==> src/rtl/i2c_bus_arbiter_if.sv <==
// i2c_bus_arbiter_if: client request and i2c_master command signals for the
// shared-i2c arbiter.
//   client side : req, req_rd, req_chip_addr, req_reg_addr, req_wdata (to arbiter)
//                 grant, ack, rdata, err (from arbiter)
//   master side : m_chip_addr, m_reg_addr, m_data_in, m_write_en, m_read_en
//                 (from arbiter); m_busy, m_status, m_data_out (to arbiter)
// Modport master = arbiter view, modport slave = clients plus i2c_master view.
interface i2c_bus_arbiter_if #(
  parameter int NUM_REQ = 3
);
  logic [NUM_REQ-1:0]   req;
  logic [NUM_REQ-1:0]   req_rd;
  logic [7*NUM_REQ-1:0] req_chip_addr;
  logic [8*NUM_REQ-1:0] req_reg_addr;
  logic [8*NUM_REQ-1:0] req_wdata;
  logic [NUM_REQ-1:0]   grant;
  logic [NUM_REQ-1:0]   ack;
  logic [7:0]           rdata;
  logic                 err;
  logic [6:0]           m_chip_addr;
  logic [7:0]           m_reg_addr;
  logic [7:0]           m_data_in;
  logic                 m_write_en;
  logic                 m_read_en;
  logic                 m_busy;
  logic [2:0]           m_status;
  logic [7:0]           m_data_out;

  modport master (
    input  req, req_rd, req_chip_addr, req_reg_addr, req_wdata,
    input  m_busy, m_status, m_data_out,
    output grant, ack, rdata, err,
    output m_chip_addr, m_reg_addr, m_data_in, m_write_en, m_read_en
  );

  modport slave (
    output req, req_rd, req_chip_addr, req_reg_addr, req_wdata,
    output m_busy, m_status, m_data_out,
    input  grant, ack, rdata, err,
    input  m_chip_addr, m_reg_addr, m_data_in, m_write_en, m_read_en
  );
endinterface

==> src/rtl/i2c_bus_arbiter.sv <==
// i2c_bus_arbiter: round-robin sharing of one i2c_master between NUM_REQ
// single-register read/write clients, with start and transfer watchdogs.
// Ports:
//   clk    system clock
//   reset  asynchronous, active-high reset
//   bus    i2c_bus_arbiter_if.master (client request/grant/ack/rdata/err and
//          i2c_master command/busy/status/data signals)
//
// state   | meaning
// S_IDLE  | scan requests from rr, latch the winner's fields, raise grant
// S_ISSUE | one-cycle read or write command pulse to the i2c_master
// S_START | wait for m_busy to rise, bounded by START_TIMEOUT
// S_XFER  | wait for m_busy to fall, bounded by XFER_TIMEOUT
// S_RESP  | one-cycle ack/err to the granted client, advance rr
module i2c_bus_arbiter #(
  parameter int NUM_REQ       = 3,
  parameter int START_TIMEOUT = 64,
  parameter int XFER_TIMEOUT  = 200000,
  parameter int TW            = 18
) (
  input  logic clk,
  input  logic reset,
  i2c_bus_arbiter_if.master bus
);

  localparam int IW = $clog2(NUM_REQ);
  localparam logic [TW-1:0] START_LAST = TW'(START_TIMEOUT - 1);
  localparam logic [TW-1:0] XFER_LAST  = TW'(XFER_TIMEOUT - 1);
  localparam logic [NUM_REQ-1:0] ONE_HOT0 = {{(NUM_REQ-1){1'b0}}, 1'b1};

  typedef enum logic [2:0] {
    S_IDLE,
    S_ISSUE,
    S_START,
    S_XFER,
    S_RESP
  } state_t;

  state_t         state;
  logic [IW-1:0]  rr;
  logic [IW-1:0]  cur;
  logic [IW-1:0]  pick;
  logic           found;
  logic           rd;
  logic [TW-1:0]  wd;

  // First asserted request at or after rr, wrapping modulo NUM_REQ.
  always_comb begin
    int idx;
    idx   = 0;
    found = 1'b0;
    pick  = '0;
    for (int i = 0; i < NUM_REQ; i++) begin
      idx = int'(rr) + i;
      if (idx >= NUM_REQ) idx = idx - NUM_REQ;
      if (!found && bus.req[idx]) begin
        found = 1'b1;
        pick  = IW'(idx);
      end
    end
  end

  always_ff @(posedge clk or posedge reset) begin
    if (reset) begin
      state           <= S_IDLE;
      rr              <= '0;
      cur             <= '0;
      rd              <= 1'b0;
      wd              <= '0;
      bus.grant       <= '0;
      bus.ack         <= '0;
      bus.err         <= 1'b0;
      bus.rdata       <= '0;
      bus.m_chip_addr <= '0;
      bus.m_reg_addr  <= '0;
      bus.m_data_in   <= '0;
      bus.m_write_en  <= 1'b0;
      bus.m_read_en   <= 1'b0;
    end else begin
      // ack, err and the command strobes are single-cycle pulses.
      bus.m_write_en <= 1'b0;
      bus.m_read_en  <= 1'b0;
      bus.ack        <= '0;
      bus.err        <= 1'b0;

      case (state)
        S_IDLE: begin
          if (found) begin
            cur             <= pick;
            rd              <= bus.req_rd[pick];
            bus.grant       <= ONE_HOT0 << pick;
            bus.m_chip_addr <= bus.req_chip_addr[7*pick +: 7];
            bus.m_reg_addr  <= bus.req_reg_addr[8*pick +: 8];
            bus.m_data_in   <= bus.req_wdata[8*pick +: 8];
            // Registered strobe: high during the S_ISSUE cycle.
            bus.m_read_en   <= bus.req_rd[pick];
            bus.m_write_en  <= ~bus.req_rd[pick];
            state           <= S_ISSUE;
          end
        end

        S_ISSUE: begin
          wd    <= '0;
          state <= S_START;
        end

        S_START: begin
          if (bus.m_busy) begin
            wd    <= '0;
            state <= S_XFER;
          end else if (wd == START_LAST) begin
            bus.err <= 1'b1;
            bus.ack <= bus.grant;
            state   <= S_RESP;
          end else if (wd != '1) begin
            wd <= wd + 1'b1;
          end
        end

        S_XFER: begin
          if (!bus.m_busy) begin
            if (rd) bus.rdata <= bus.m_data_out;
            bus.err <= (bus.m_status != 3'd0);
            bus.ack <= bus.grant;
            state   <= S_RESP;
          end else if (wd == XFER_LAST) begin
            bus.err <= 1'b1;
            bus.ack <= bus.grant;
            state   <= S_RESP;
          end else if (wd != '1) begin
            wd <= wd + 1'b1;
          end
        end

        S_RESP: begin
          bus.grant <= '0;
          rr        <= (int'(cur) == NUM_REQ - 1) ? '0 : cur + 1'b1;
          state     <= S_IDLE;
        end

        default: state <= S_IDLE;
      endcase
    end
  end

endmodule

==> src/flat_wrapper.sv <==
// flat-port wrapper written by rule: the top's interface ports become plain ports
module i2c_bus_arbiter_flat 
#(
  parameter int NUM_REQ       = 3,
  parameter int START_TIMEOUT = 64,
  parameter int XFER_TIMEOUT  = 200000,
  parameter int TW            = 18
)
  (clk, reset, bus_req, bus_req_rd, bus_req_chip_addr, bus_req_reg_addr, bus_req_wdata, bus_m_busy, bus_m_status, bus_m_data_out, bus_grant, bus_ack, bus_rdata, bus_err, bus_m_chip_addr, bus_m_reg_addr, bus_m_data_in, bus_m_write_en, bus_m_read_en);
  i2c_bus_arbiter_if #(.NUM_REQ(NUM_REQ)) bus_i ();
  input  logic clk;
  input  logic reset;
  input wire logic [$bits(bus_i.req)-1:0] bus_req;
  input wire logic [$bits(bus_i.req_rd)-1:0] bus_req_rd;
  input wire logic [$bits(bus_i.req_chip_addr)-1:0] bus_req_chip_addr;
  input wire logic [$bits(bus_i.req_reg_addr)-1:0] bus_req_reg_addr;
  input wire logic [$bits(bus_i.req_wdata)-1:0] bus_req_wdata;
  input wire logic [$bits(bus_i.m_busy)-1:0] bus_m_busy;
  input wire logic [$bits(bus_i.m_status)-1:0] bus_m_status;
  input wire logic [$bits(bus_i.m_data_out)-1:0] bus_m_data_out;
  output wire logic [$bits(bus_i.grant)-1:0] bus_grant;
  output wire logic [$bits(bus_i.ack)-1:0] bus_ack;
  output wire logic [$bits(bus_i.rdata)-1:0] bus_rdata;
  output wire logic [$bits(bus_i.err)-1:0] bus_err;
  output wire logic [$bits(bus_i.m_chip_addr)-1:0] bus_m_chip_addr;
  output wire logic [$bits(bus_i.m_reg_addr)-1:0] bus_m_reg_addr;
  output wire logic [$bits(bus_i.m_data_in)-1:0] bus_m_data_in;
  output wire logic [$bits(bus_i.m_write_en)-1:0] bus_m_write_en;
  output wire logic [$bits(bus_i.m_read_en)-1:0] bus_m_read_en;
  assign bus_i.req = bus_req;
  assign bus_i.req_rd = bus_req_rd;
  assign bus_i.req_chip_addr = bus_req_chip_addr;
  assign bus_i.req_reg_addr = bus_req_reg_addr;
  assign bus_i.req_wdata = bus_req_wdata;
  assign bus_i.m_busy = bus_m_busy;
  assign bus_i.m_status = bus_m_status;
  assign bus_i.m_data_out = bus_m_data_out;
  assign bus_grant = bus_i.grant;
  assign bus_ack = bus_i.ack;
  assign bus_rdata = bus_i.rdata;
  assign bus_err = bus_i.err;
  assign bus_m_chip_addr = bus_i.m_chip_addr;
  assign bus_m_reg_addr = bus_i.m_reg_addr;
  assign bus_m_data_in = bus_i.m_data_in;
  assign bus_m_write_en = bus_i.m_write_en;
  assign bus_m_read_en = bus_i.m_read_en;
  i2c_bus_arbiter #(.NUM_REQ(NUM_REQ), .START_TIMEOUT(START_TIMEOUT), .XFER_TIMEOUT(XFER_TIMEOUT), .TW(TW)) u_core (.clk(clk), .reset(reset), .bus(bus_i));
endmodule
==> config.mk <==
export PLATFORM = sky130hd
export DESIGN_NAME = i2c_bus_arbiter_flat
export DESIGN_NICKNAME = d
export VERILOG_FILES = /design/src/rtl/i2c_bus_arbiter_if.sv /design/src/rtl/i2c_bus_arbiter.sv /design/src/flat_wrapper.sv
export SDC_FILE = /design/constraint.sdc
export NUM_CORES = 1
export LEC_CHECK = 0
export ABC_AREA = 0
export CAP_MARGIN = 20
export CORE_ASPECT_RATIO = 0.75
export CORE_MARGIN = 1.5
export CORE_UTILIZATION = 28
export DETAILED_ROUTE_END_ITERATION = 7
export MAX_ROUTING_LAYER = met4
export SKIP_CTS_REPAIR_TIMING = 1
export SYNTH_ARGS = -nofsm -noshare
export SYNTH_HDL_FRONTEND = slang
export SYNTH_SLANG_ARGS = --single-unit
==> constraint.sdc <==
create_clock -name clk -period 2.5 [get_ports clk]
set_clock_uncertainty 0.2 [all_clocks]
set_input_delay 0.5 -clock clk [delete_from_list [all_inputs] [get_ports clk]]
set_output_delay 0.5 -clock clk [all_outputs]
set_load 0.1 [all_outputs]
After elaboration in Yosys (flattened, before gate mapping)
Index checks and enable logic that the tools add are counted.
{"block": "op_classes", "addsub": 7, "multipliers": 1, "n_lt_le_gt_ge": 7, "eq_ne": 14, "shift": 4, "mux": 49, "bitwise_logic": 2, "reduce_logical": 13}
{"op": "$lt A32 B4 Y1 const B", "count": 3}
{"op": "$mux W32", "count": 3}
{"op": "$mux W18", "count": 5}
{"op": "$ge A32 B3 Y1 const B", "count": 2}
{"op": "$sub A32 B3 Y32 const B", "count": 2}
{"op": "$pmux W18 S3", "count": 1}
{"op": "$shiftx A24 B6 Y8", "count": 2}
{"op": "$mux W3", "count": 10}
{"op": "$shiftx A21 B6 Y7", "count": 1}
{"op": "$add A18 B1 Y18 const B", "count": 1}
{"op": "$eq A18 B18 Y1 const B", "count": 1}
{"op": "$eq A18 B6 Y1 const B", "count": 1}
{"op": "$mux W1", "count": 18}
{"op": "$ne A18 B18 Y1 const B", "count": 1}
{"op": "$pmux W3 S2", "count": 2}
{"op": "$pmux W3 S4", "count": 1}
{"op": "$bmux W1 S2", "count": 4}
{"op": "$mux W2", "count": 4}
{"op": "$eq A3 B2 Y1 const B", "count": 2}
{"op": "$ne A3 B2 Y1 const B", "count": 2}
{"op": "$reduce_and A3 Y1", "count": 2}
{"op": "$reduce_bool A3 Y1", "count": 2}
{"op": "$mul A3 B2 Y5 const A", "count": 1}
{"op": "$ne A2 B2 Y1 const B", "count": 2}
{"op": "other kinds (20)", "count": 24}
{"block": "totals", "ff_bits": 66, "inputBits": 89}

Longest topological paths before layout
{"block": "depth", "word_depth": 17, "depth_mapped": 11, "ltp_nobuf": 8}

Worst setup path before layout
No wires, ideal clock.
{"block": "synth_path", "path_type": "register to register", "start": "register u_core.rr[0]", "end": "register u_core.bus.m_data_in[0]", "setup_time_ns": 0.125, "arrival_time_ns": 2.282, "required_ns": 2.175, "slack_ns": -0.107, "path_stages_with_launch": 11, "path_buffers": 2, "synth_period_minus_slack_ns": 2.607, "path_cell_list": "dfrtp_1 -> inv_1 -> ha_1 -> buf_4 -> nor2b_1 -> o31a_1 -> mux2i_4 -> buf_12 -> mux2_4 -> mux2i_1 -> o21ai_1"}
{"block": "synth_between", "elab_chain_len": 13, "word_cells_on_any_way": 32, "cone_classes": "5 x add/sub; 3 x order compare; 1 x shift; 18 x mux; 5 x reduce/logical"}
{"item": "start, declared", "line": "i2c_bus_arbiter.sv:40", "rtl": "logic [IW-1:0] rr;"}
{"item": "start signal, assigned", "line": "i2c_bus_arbiter.sv:137", "rtl": "rr <= (int'(cur) == NUM_REQ - 1) ? '0 : cur + 1'b1;"}
{"item": "branches (longest 13 deep; another with $sub A32 B3 Y32)"}
{"item": "end signal, assigned", "line": "i2c_bus_arbiter.sv:94", "rtl": "bus.m_data_in <= bus.req_wdata[8*pick +: 8];"}
{"item": "end, declared", "line": "i2c_bus_arbiter_if.sv:33", "rtl": "output m_chip_addr, m_reg_addr, m_data_in, m_write_en, m_read_en"}
Parallel ways; which one is timed is not known. The select of a mux whose other input is x is not followed.
A chain may end at the register's enable or synchronous reset.

Worst setup path in the final report
{"block": "layout_path", "start": "register u_core.rr[0]", "end": "register u_core.bus.m_write_en"}
{"block": "layout_between", "elab_chain_len": 17, "word_cells_on_any_way": 35, "cone_classes": "5 x add/sub; 3 x order compare; 22 x mux; 1 x bitwise; 4 x reduce/logical"}
{"item": "branches (longest 15 deep; another with $sub A32 B3 Y32)"}
{"item": "$mux W1 (*)", "line": "i2c_bus_arbiter.sv:88", "rtl": "if (found) begin"}
{"item": "$mux W1 (*)", "line": "i2c_bus_arbiter.sv:86", "rtl": "case (state)"}
{"item": "end signal, assigned", "line": "i2c_bus_arbiter.sv:97", "rtl": "bus.m_write_en <= ~bus.req_rd[pick];"}
{"item": "end, declared", "line": "i2c_bus_arbiter_if.sv:33"}
Mark *: on every way between the ends. The select of a mux whose other input is x is not followed.

==> Implementation_results.wiki <==
{| class="wikitable"
! Metric !! Value
|-
| Sequential-to-total area share from yosys stat || 43.1%
|-
| # diodes || 0
|-
| Port-buffer cells || around 130
|-
| Largest net degree at the start of global routing || 67
|-
| Pre-Repair DR Iteration Count || 4
|-
| Most area-hungry cell type in the Yosys netlist || sky130_fd_sc_hd__dfrtp_1
|-
| Peak-usage layer in the global routing report || met2
|-
| Global-route wire length before repair || 17.3 mm
|-
| Initial core utilization || between 20% and 30%
|-
| Clock tree sinks || 66
|-
| Kind of end point of the critical path || register
|-
| Synth top cells by count || 66 x sky130_fd_sc_hd__dfrtp_1, 39 x sky130_fd_sc_hd__nand2_1, 32 x sky130_fd_sc_hd__o21ai_1
|-
| Total routing resource utilization after global routing || between 10% and 20%
|-
| Post-route ant nets || 0
|-
| Maximum root-to-sink buffer count || 2
|-
| Total routed wirelength || 11.0 mm
|-
| Overall die area || between 10000 and 15000 um^2
|-
| Worst-skew pair later-pin latency || around 330 ps
|-
| Post-synthesis adder-cell area fraction || 1.31%
|-
| Area growth, synth to finish || 56.0%
|-
| Mux share of post-synthesis cell area || between 10% and 20%
|-
| Num rows || 36
|-
| Portion of synthesized cell area occupied by the leading cell type || between 40% and 50%
|-
| Outcome || complete, but fails checks
|-
| Leading register cell type out of synthesis || sky130_fd_sc_hd__dfrtp_1
|-
| Maximum clock frequency || about 380 MHz
|-
| Fraction of the mapped netlist area in compound gates || 12.4%
|-
| Simple-gate share of the synthesized area || roughly 17%
|-
| Leakage power of the design || 2.77 nW
|-
| Worst slew pin tran || 462 ps
|-
| Failing checks || negative setup slack
|-
| Final cycle utilization of the critical path || 104%
|-
| Number of distinct library cell variants in the gate-level netlist after synthesis || 53
|-
| Switch Pwr || between 0.004 and 0.005 W
|-
| # IOs || approximately 130
|-
| Unrepaired setup endpoints after global routing || yes
|-
| Fraction of met2 tracks used by global routing || between 20% and 30%
|-
| Setup TNS || -1380 ps
|-
| Met1 usage in global routing || about a fifth
|-
| Cells after synthesis || 371
|-
| Pwr Density || 1600 nW/um^2
|-
| Number of antenna violations at the first check in global routing || 0
|-
| Comb pwr share || a little over two thirds
|-
| Post-synthesis async set-or-reset flop share || 100%
|-
| Number of max-cap violations || 0
|-
| Avg Cell Area, Syn || 10.3 um^2
|-
| Cell total after placement || 677
|-
| Internal power component || about 0.0048 W
|-
| Multi-input gate area || approximately 2100 um^2
|-
| Core area || between 10000 and 15000 um^2
|-
| Gp weighted congestion || 0.850
|-
| Chip Width || ~140 um
|-
| Via-to-Cell Ratio || 4.80
|-
| Top cells by area, synth || sky130_fd_sc_hd__dfrtp_1 43%, sky130_fd_sc_hd__mux2_4 7.8%, sky130_fd_sc_hd__mux2i_1 7.1%
|-
| Summed area of non-filler cells in the final layout || about 6000 um^2
|-
| H-Tree Depth || 3
|-
| Clock buffer count from CTS || 9
|-
| Critical-path maximum fanout || 7
|-
| Global Route met3 Usage || 2.99%
|-
| Synthesized-area fraction occupied by xor and xnor cells || 0.229%
|-
| Post-route non-filler standard cell count || ~710
|-
| Synth Register Bits || 66
|-
| Smallest setup slack after layout || -110 ps
|-
| Number of nets at the end of the flow || 625
|-
| Detailed-placement wirelength estimate || around 8 mm
|-
| Share of final-layout standard cells stronger than drive strength 1 || 30.4%
|-
| Max-Slew Margin vs Limit || 69.2%
|-
| Post-route core utilization || 45.4%
|-
| Critical Path AT || around 2700 ps
|-
| Root cell of the clock tree || sky130_fd_sc_hd__clkbuf_16
|-
| TritonCTS clock tree || done
|-
| Netlist area before placement || 3830 um^2
|-
| Worst Hold Class || reg -> reg
|-
| Number of global-route vias before repair || 3392
|-
| Placed cell areas || 5350 um^2
|-
| Number of synthesized flops with an enable pin || 0
|-
| Tmin final || 2610 ps
|-
| CTS clk-pin slew, worst paths || 60 ps
|-
| Dominant combinational cell family by area after synthesis || multiplexers
|-
| Switching part of the total || 50.0%
|-
| Total congestion overflow || 0
|-
| Number of violations reported at the end of detailed-routing iteration 0 || 148
|-
| Worst endpoint required time || 2570 ps
|-
| Yosys warns || 0
|-
| Clock Power Share || 12.4%
|-
| Number of nets in the synthesized netlist || 464
|-
| Vias after detailed routing || 3400
|-
| Total count of hold-check failures in the final report || 0
|-
| Chip Height || 104 um
|-
| FILL cells || 1248
|-
| Startpoint-to-endpoint class of the critical path || reg -> reg
|-
| DRC violation count after routing || 0
|-
| CP startpoint kind || register
|-
| Routed wire per std cell || 15.5 um
|-
| Sequential share of power || 17.8%
|-
| Number of max-slew violations in the final report || 0
|-
| Most used standard cell by instance count after synthesis || sky130_fd_sc_hd__dfrtp_1
|-
| Sequential standard cell area || 1650 um^2
|-
| Max IR drop VDD || 0.718 mV
|-
| Final count of negative-setup-slack endpoints || 24
|}
worst max-delay path, stage by stage, from the launching register on:
cell,delay (ps)
sky130_fd_sc_hd__dfrtp_2,440
sky130_fd_sc_hd__inv_2,90
sky130_fd_sc_hd__ha_4,230
sky130_fd_sc_hd__nor2b_4,140
sky130_fd_sc_hd__o31a_1,330
sky130_fd_sc_hd__mux2i_4,180
sky130_fd_sc_hd__buf_12,150
sky130_fd_sc_hd__buf_8,120
sky130_fd_sc_hd__mux2_4,310
sky130_fd_sc_hd__mux2i_4,190
sky130_fd_sc_hd__and2_4,170
state kept, by name, indices dropped and copies added, names as in the netlist:
name and flops:
u_core.wd 18, u_core.bus.m_data_in 8, u_core.bus.m_reg_addr 8, u_core.bus.rdata 8, u_core.bus.m_chip_addr 7, u_core.bus.ack 3
u_core.bus.grant 3, u_core.state 3, u_core.cur 2, u_core.rr 2, u_core.bus.err 1, u_core.bus.m_read_en 1
u_core.bus.m_write_en 1, u_core.rd 1
worst paths after layout:
check,start,endpoint,slack [ps],cells past startpoint
max,u_core.rr[0],u_core.bus.m_write_en,-110,10
min,u_core.bus.m_data_in[6],u_core.bus.m_data_in[6],280,2
max reg2reg,u_core.rr[0],u_core.bus.m_write_en,-110,10
min reg2reg,u_core.bus.m_data_in[6],u_core.bus.m_data_in[6],280,2
max in group asynchronous,reset,u_core.bus.ack[1],1430,3
min in group asynchronous,reset,u_core.bus.rdata[3],340,3
layout make-up:
cell class              count  area share [%]
clock buffers              12            4.29
well taps                 171            3.58
repair buffers            173            28.3
multi-input cells         273            35.1
flip-flops and latches     66            27.7
inverters                   9           0.565
clock inverters             4           0.440
power by group through the flow:
stage	Clock [W]	Combinational, W	Sequential [W]
floorplan	0	0.00252	0.00375
global placement	0	0.00589	0.00169
detailed placement	0	0.00596	0.00171
CTS	0.00123	0.00597	0.00170
global route	0.00128	0.00705	0.00176
finish	0.00118	0.00670	0.00171
cell families (layout without fill, tap and decap cells):
logic type	count (synthesis)	after routing
mux	61	61
xor+xnor	1	1
fa+ha+maj	4	4
compound gates	82	82
flops	66	66
buf+inv	32	198
simple gates	125	125
through the flow:
step,hold WS (ps),setup slack (ps),total power [W]
global route,317,-184,0.0101
detailed placement,273,-451,0.00767
finish,282,-110,0.00959
CTS,285,-259,0.00889
global placement,271,-362,0.00758
floorplan,244,-21.5,0.00626
placed cells by master (no fill, tap or decap), drive strengths merged, types with 2 or more instances in the layout:
cell type and instances:
nand2 39, buf 82, inv 9, or4 3, o21a 3, o31ai 3, a21oi 19, or2 2
o21ai 43, nor4 6, and3 8, and4 3, clkinv 3, dfrtp 66, clkbuf 15, a31o 2
and2 6, nor3b 4, dlymetal6s2s 2, or3 8, mux2 32, nor3 4, nand4 5, clkdlybuf4s50 86
a21o 3, nand3b 4, ha 4, mux2i 29, nor2b 4, nor2 17, nand3 9
layer usage:
layer | share of wire [%] | up-vias
met2 | 48 | 71
met4 | 1.5 | 0
li1 | - | 1668
met1 | 47 | 1649
met5 | 0 | -
met3 | 3.2 | 12
Power figures use the tool's default switching activity.
